<file path="config.mk">
export PLATFORM = sky130hd
export DESIGN_NAME = multi_mode_shift_register
export DESIGN_NICKNAME = d
export VERILOG_FILES = /design/src/rtl/shift_pkg.sv /design/src/rtl/shift_step.sv /design/src/rtl/multi_mode_shift_register.sv
export SDC_FILE = /design/constraint.sdc
export NUM_CORES = 1
export LEC_CHECK = 0
export ABC_AREA = 1
export CORE_MARGIN = 2
export CORE_UTILIZATION = 39
export DETAILED_ROUTE_END_ITERATION = 8
export PLACE_DENSITY = 0.68
export REMOVE_ABC_BUFFERS = 1
export SLEW_MARGIN = 5
export SYNTH_ARGS = -nofsm -noshare
export SYNTH_HDL_FRONTEND = slang
export SYNTH_HIERARCHICAL = 1
export SYNTH_SLANG_ARGS = --single-unit
</file>
<file path="constraint.sdc">
create_clock -name clk -period 1.5 [get_ports clk]
set_input_delay 0.15 -clock clk [delete_from_list [all_inputs] [get_ports clk]]
set_output_delay 0.15 -clock clk [all_outputs]
set_load 0.05 [all_outputs]
</file>
<file path="src/rtl/shift_pkg.sv">
// Shared constants and state encoding for the multi-mode shift register.
package shift_pkg;

  localparam logic [1:0] MODE_LOGIC  = 2'd0;
  localparam logic [1:0] MODE_ARITH  = 2'd1;
  localparam logic [1:0] MODE_ROT    = 2'd2;
  localparam logic [1:0] MODE_SERIAL = 2'd3;

  localparam logic DIR_RIGHT = 1'b1;
  localparam logic DIR_LEFT  = 1'b0;

  typedef enum logic {
    IDLE,
    SHIFT
  } state_t;

endpackage

</file>
<file path="src/rtl/shift_step.sv">
// Combinational single-position shift: picks the incoming bit by mode and
// direction, then shifts the word by one place.
module shift_step
  import shift_pkg::*;
#(
  parameter int unsigned WIDTH = 8
) (
  input  logic [WIDTH-1:0] word,
  input  logic             dir,
  input  logic [1:0]       mode,
  input  logic             fill,
  output logic [WIDTH-1:0] next_word
);

  logic in_bit;

  always_comb begin
    in_bit = 1'b0;
    if (dir == DIR_RIGHT) begin
      unique case (mode)
        MODE_LOGIC:  in_bit = 1'b0;
        MODE_ARITH:  in_bit = word[WIDTH-1];
        MODE_ROT:    in_bit = word[0];
        MODE_SERIAL: in_bit = fill;
      endcase
    end else begin
      // Arithmetic left is identical to logical left.
      unique case (mode)
        MODE_LOGIC:  in_bit = 1'b0;
        MODE_ARITH:  in_bit = 1'b0;
        MODE_ROT:    in_bit = word[WIDTH-1];
        MODE_SERIAL: in_bit = fill;
      endcase
    end
  end

  always_comb begin
    next_word = word;
    if (dir == DIR_RIGHT) begin
      next_word = {in_bit, word[WIDTH-1:1]};
    end else begin
      next_word = {word[WIDTH-2:0], in_bit};
    end
  end

endmodule

</file>
<file path="src/rtl/multi_mode_shift_register.sv">
// Multi-cycle shift/rotate unit: loads a word, shifts one place per clock for
// a clamped amount, then pulses done with the result held on dataOut.
module multi_mode_shift_register
  import shift_pkg::*;
#(
  parameter int unsigned WIDTH = 8,
  parameter int unsigned AMT_W = $clog2(WIDTH) + 1
) (
  input  logic             clk,
  input  logic             reset,
  input  logic             start,
  input  logic             dir,
  input  logic [1:0]       mode,
  input  logic [AMT_W-1:0] amount,
  input  logic             serialIn,
  input  logic [WIDTH-1:0] dataIn,
  output logic [WIDTH-1:0] dataOut,
  output logic             busy,
  output logic             done
);

  state_t           state_q;
  logic             dir_q;
  logic [1:0]       mode_q;
  logic             fill_q;
  logic [AMT_W-1:0] count_q;
  logic [AMT_W-1:0] amt_clamped;
  logic [WIDTH-1:0] step_word;

  assign amt_clamped = (amount > AMT_W'(WIDTH)) ? AMT_W'(WIDTH) : amount;
  assign busy        = (state_q == SHIFT);

  shift_step #(
    .WIDTH(WIDTH)
  ) u_step (
    .word     (dataOut),
    .dir      (dir_q),
    .mode     (mode_q),
    .fill     (fill_q),
    .next_word(step_word)
  );

  always_ff @(posedge clk or posedge reset) begin
    if (reset) begin
      state_q <= IDLE;
      dataOut <= '0;
      dir_q   <= 1'b0;
      mode_q  <= MODE_LOGIC;
      fill_q  <= 1'b0;
      count_q <= '0;
      done    <= 1'b0;
    end else begin
      done <= 1'b0;
      unique case (state_q)
        IDLE: begin
          if (start) begin
            dataOut <= dataIn;
            dir_q   <= dir;
            mode_q  <= mode;
            fill_q  <= serialIn;
            count_q <= amt_clamped;
            // A zero-length request completes on the accepting edge.
            if (amt_clamped == '0) begin
              done <= 1'b1;
            end else begin
              state_q <= SHIFT;
            end
          end
        end
        SHIFT: begin
          dataOut <= step_word;
          count_q <= count_q - AMT_W'(1);
          if (count_q == AMT_W'(1)) begin
            state_q <= IDLE;
            done    <= 1'b1;
          end
        end
        default: state_q <= IDLE;
      endcase
    end
  end

endmodule

</file>
==> impl_metrics.toml, run 1 <==
[status]
status = "finished, final reports clean"

[grt]
overflow = 0
grt_usage_pct = 18.36
grt_pass1_vias = 932
grt_max_degree = 19
grt_pass1_wl_microns = 3939
antenna_found_initial = 0

[logic_synthesis]
avgSynthCellArea_sq_um = 7.002
muxShareOfSynthArea_pct = 0
syn_area_sq_mm = 0.001022
synth_simple_gate_area_share_pct = 41.74
postSynthCellCount = 146
yosys_register_bits = 18
synth_top_family_by_area = "simple AND/OR/NAND/NOR gates"
synthDistinctLibCells = 15
yosysWarnings = 6
synth_compound_area_share_pct = 3.305
synth-adder-area-share_pct = 2.448
yosysSeqAreaShare_pct = 44.06
synthXorXnorAreaFrac_pct = 0

[timing]
slew_violations = 0
slew_headroom_pct = 77.88
tightest_slew_ps = 330.5
finalClockSkew_ps = 4.901
tns_ps = 0
hold_viol_final = 0
rsz0062_at_grt = "no"
max_freq_ghz = 0.7784
setup_viol = 0
finalCritPeriodShare_pct = 85.65
setup_slack_ps = 215.3
finalCriticalPeriod_ps = 1285

[drt]
firstDrtPassIters = 4
wirelength_microns = 2361
drt_iter0_drc = 18
wl_per_cell_microns = 11.41
drcViolationCount = 0
vias_per_cell = 4.942
vias = 1023
ant_nets = 0

[cells_and_area]
post-route-cell-area_sq_mm = 0.001343
antenna_cells = 0
layout.nets = 200
fillers = 255
areaGrowthSynthToFinish_pct = 31.33
multi_input_area_sq_um = 485.5
regArea_sq_um = 450.4
drive_gt1_share_pct = 12.43

[place]
placement.cell_area_sq_mm = 0.001320
gp_congestion = 0.7817
hpwl_microns = 1833
dp_slack_ps = 103.9
numPortBuffers = 28

[pwr]
power_density_mw_per_mm2 = 1970
net-switching-power_mw = 1.308
cellLeakagePower_nw = 0.7006
vdd_drop_max_mv = 1.166
clkPwrFrac_pct = 8.6
comb_power_share_pct = 56.1
internal_power_mw = 1.337
p_sw_share_pct = 49.46
pwr-share-seq_pct = 35.3

[critical_path]
start_kind = "flop"
r2r_start = "busy"
path_class = "reg2out"
critPathMaxStageDelay_ps = 470
critical_path_required_ps = 1350
crit_path_start = "busy"
r2r_slack_ps = 280
path_cells = "buf_4 > buf_12"
cp_max_fo = 10
slowest_stage = "dfrtp_1"
cp.arrival_ps = 1130
reg2reg_depth = 4
r2r-end = "dataOut[3]"
worstSetupEndpoint = "busy"
critPathCaptureType = "output pin"

[clocking]
cts_sinks = 18
cts_hold_buffers = 0
clock-root-buffer = "clkbuf_4"
cts_buffers = 3
ctsResizeCount = 0
path_clk_slew_ps = 100
clock_path_buffers = 2
post-cts-setup-buffers = 0
cts.htree.levels = 1
clk_latency_ps = 280
cts_tree = "done"

[die]
core_sq_mm = 0.002477
dieArea_sq_mm = 0.003046
io_pins = 29
initial_utilization_pct = 41.26
die_h_microns = 55.20
fp-row-count = 18
fp.dieW_microns = 55.20

[worst_hold_path]
hp-class = "in2async"

[job]
drv_cap = 0
[kinds of logic after synthesis]
logic type	after synthesis
DFF	18
buffers and inverters	17
adders and majority gates	2
and+or+nand+nor	103
AOI/OAI and AO/OA	6
[critical path, delay by kind of cell, from the launching register on]
kind / cells / cell delay, ps
flops: 1 / 470
buf+inv: 2 / 380
[placed cells by master, fill, tap and decap left out]
| master | Yosys | layout |
|---|---|---|
| a21oi_1 | 1 | 1 |
| a21oi_2 | 1 | 1 |
| buf_12 | 0 | 1 |
| buf_4 | 2 | 13 |
| clkbuf_4 | 0 | 3 |
| clkdlybuf4s50_1 | 0 | 18 |
| dfrtp_1 | 18 | 18 |
| ha_1 | 2 | 2 |
| inv_1 | 11 | 11 |
| inv_2 | 2 | 2 |
| nand2_1 | 72 | 72 |
| nand3_1 | 22 | 22 |
| nor2_1 | 6 | 6 |
| nor2_4 | 1 | 1 |
| o21ai_0 | 4 | 4 |
| or2_0 | 1 | 1 |
| or2_2 | 1 | 1 |
[layout make-up]
type / instances / area share, %
repair buffers: 32 / 22.18
clock buffers: 3 / 1.678
inverters: 13 / 3.635
multi-input cells: 111 / 36.16
well taps: 30 / 2.796
flip-flops and latches: 18 / 33.55
[per-layer routing]
layer / vias up / global-route usage (%) / wire length, microns / share of wire (%)
li1: 518 / - / - / -
met1: 471 / 21.68 / 1017 / 43
met2: 30 / 32.14 / 1180 / 50
met3: 4 / 2.419 / 129 / 5.5
met4: 0 / 9.756 / 34 / 1.4
met5: - / 0 / 0 / 0
[power groups by stage]
stage,logic (mW),clock network (mW),registers (mW)
final,1.48,0.229,0.933
after global routing,1.66,0.275,0.975
after CTS,1.49,0.245,0.931
after detailed placement,1.49,0,0.942
after global placement,1.45,0,0.938
after floorplan,0.639,0,1.28
[worst min path at each step]
stage	startpoint	to	slack, ps
floorplan	reset	busy	90
global placement	fill_q	fill_q	470
detailed placement	fill_q	fill_q	470
CTS	reset	done	170
global route	reset	dataOut[2]	180
finish	reset	busy	170
[Yosys cell counts]
library cell  instances  area share, %
a21oi_2               1           0.86
or2_0                 1           0.61
buf_4                 2            1.5
dfrtp_1              18             44
inv_2                 2           0.73
nand3_1              22             11
nand2_1              72             26
nor2_4                1            1.1
inv_1                11            4.0
buf_6                 2            2.2
o21ai_0               4            2.0
or2_2                 1           0.61
nor2_1                6            2.2
ha_1                  2            2.4
a21oi_1               1           0.49
[per-stage QoR]
step	std cells	utilization [%]	hold WS, ps	power [mW]
6_report	207	54.19	167.5	2.645
5_1_grt	207	54.19	180.4	2.908
4_1_cts	207	54.19	170.5	2.669
3_5_place_dp	204	53.28	468.1	2.430
3_3_place_gp	204	53.28	467.3	2.392
2_1_floorplan	142	-	88.57	1.919
[flip-flops by register name (all words and copies together) (netlist names)]
signal	flops
busy	1
count_q	4
dataOut	8
dir_q	1
done	1
fill_q	1
mode_q	2
Note: power is estimated with default switching activity, not from simulation.
==> inputs of run 2 (changes only) <==
--- a/config.mk
+++ b/config.mk
@@ -9,8 +9,7 @@
 export CORE_MARGIN = 2
 export CORE_UTILIZATION = 39
 export DETAILED_ROUTE_END_ITERATION = 8
-export PLACE_DENSITY = 0.68
-export REMOVE_ABC_BUFFERS = 1
+export PLACE_DENSITY = 0.71
 export SLEW_MARGIN = 5
 export SYNTH_ARGS = -nofsm -noshare
 export SYNTH_HDL_FRONTEND = slang
==> constraint.sdc (replaced) <==
create_clock -name clk -period 1.1 [get_ports clk]
set_input_delay 0.11 -clock clk [delete_from_list [all_inputs] [get_ports clk]]
set_output_delay 0.11 -clock clk [all_outputs]
set_load 0.05 [all_outputs]
==> run 2 against run 1 <==
The run now ends with setup timing left. Cell count up 6.3%. Wire length up 11%. Die area unchanged. Largest power group unchanged.
==> impl_metrics.toml, run 2 (same netlist as run 1, synthesis figures left out) <==
[cells_and_area]
antenna_cells = 0
drive_gt1_share_pct = 28.95
final_cell_mix = "nand2_1, clkdlybuf4s50_1, nand3_1, dfrtp_1"
reg_top3 = "dataOut x8, count_q x4, mode_q x2"
final_common_cell = "nand2_1"
areaGrowthSynthToFinish_pct = 61.81
largest_register = "dataOut"
layout.nets = 212
post-route-cell-area_sq_mm = 0.001654
largest_register_ffs = 8

[clocking]
cts_tree = "done"
cts_buffers = 3
cts_sinks = 18
clock-root-buffer = "clkbuf_4"
cts.htree.levels = 1
clock_path_buffers = 2
path_clk_slew_ps = 100
clk_latency_ps = 290

[critical_path]
critical_path_required_ps = 990
cp_max_fo = 3
slowest_stage = "dfrtp_2"
cp.arrival_ps = 1020
cpLargestDelayFamily = "flip-flops"
path_cells = "buf_6 > buf_12"
worst-path-buf-inv = 2
start_kind = "flop"
critPathMaxStageDelay_ps = 460
critPathCaptureType = "output pin"
path_class = "reg2out"

[die]
fp.dieW_microns = 55.20
core_sq_mm = 0.002477
io_pins = 29
fp-row-count = 18
dieArea_sq_mm = 0.003046
die_h_microns = 55.20
initial_utilization_pct = 41.26

[place]
hpwl_microns = 1951
dp_slack_ps = -103.6
numPortBuffers = 28
placement.cell_area_sq_mm = 0.001510
gp_congestion = 0.8141

[timing]
setup_slack_ps = -25.48
finalClockSkew_ps = 1.746
rsz0062_at_grt = "yes"
slew_violations = 0
slew_headroom_pct = 84.08
tns_ps = -37.46
tightest_slew_ps = 238.8
finalCriticalPeriod_ps = 1125
finalCritPeriodShare_pct = 102.3
max_freq_ghz = 0.8885
setup_viol = 2
hold_viol_final = 0
hold_slack_ps = 123.8

[pwr]
vdd_drop_max_mv = 1.786
power_density_mw_per_mm2 = 2785
cellLeakagePower_nw = 0.8215

[job]
drv_cap = 0

[status]
status = "finished, violations left"
violations = "setup timing"

[drt]
firstDrtPassIters = 4
drcViolationCount = 0
vias_per_cell = 4.809
drt_iter0_drc = 17
wl_per_cell_microns = 11.90
wirelength_microns = 2617
vias = 1058
ant_nets = 0

[worst_hold_path]
hp-class = "in2async"

[grt]
overflow = 0
grt_pass1_wl_microns = 4181
grt_usage_pct = 19.16
antenna_found_initial = 0
grt_max_degree = 19
grt_pass1_vias = 1053

[logic_synthesis]
synth_fp_nets = 167
[run 2: changes by cell type in the layout (fill, tap and decap cells not counted), moves of 3 or more]
| cell | delta |
|---|---|
| buf_12 | +9 |
| buf_6 | +6 |
| nand2_1 | -6 |
| nand2_2 | +6 |
| nand3_1 | -6 |
| nand3_2 | +6 |
| buf_4 | -3 |
| inv_1 | -3 |
[run 2: metal layers]
layer  wire length [microns]  vias to the layer above  GRT usage, %
met2                    1346                       25         36.51
met5                       0                        -             0
met4                      50                        0         6.911
met3                     114                        6         2.688
li1                        -                      543             -
met1                    1106                      484         21.38
[run 2: through the flow]
step | cells | total power, mW | util, %
6_report | 220 | 4.606 | 66.77
5_1_grt | 220 | 4.957 | 66.77
4_1_cts | 220 | 4.473 | 63.79
3_5_place_dp | 214 | 3.929 | 60.96
3_3_place_gp | 214 | 3.821 | 60.96
2_1_floorplan | 146 | 2.727 | -
[run 2: worst register-to-register path, cell delays in order (launching register included)]
cell	delay [ps]
dfrtp_2	460
buf_6	140
nor2_4	140
buf_6	130
nand3_1	100
nand3_2	90
[run 2: power breakdown]
part           internal (mW)  switching [mW]
Combinational           1.38            1.48
Sequential             0.963           0.380
Clock                  0.202           0.207
Total                   2.54            2.07
[run 2: worst paths after layout]
path	startpoint	end	slack, ps	depth (start not counted)
hold / removal	reset	done	120	3
setup reg to reg	busy	count_q[2]	-10	5
hold reg to reg	fill_q	fill_q	490	2
max in group asynchronous	reset	dataOut[7]	760	3
setup / recovery	busy	busy	-30	2
min in group clk	dir	dir_q	350	3
[run 2: layout make-up]
| cell class | instances | area (sq um) |
|---|---|---|
| fill | 218 | 823.3 |
| multi-input combinational | 111 | 551.8 |
| timing repair buffer | 44 | 523.0 |
| sequential | 18 | 452.9 |
| inverter | 13 | 52.55 |
| tap | 30 | 37.54 |
| clock buffer | 4 | 36.28 |
[run 2: repair_timing]
action / in CTS / in global routing
hold buffers: 0 / 0
buffers inserted: 2 / 0
resized for setup: 5 / 21
setup endpoints to repair: 2 / 16
hold endpoints to repair: 0 / 0
pin swaps: 1 / 4
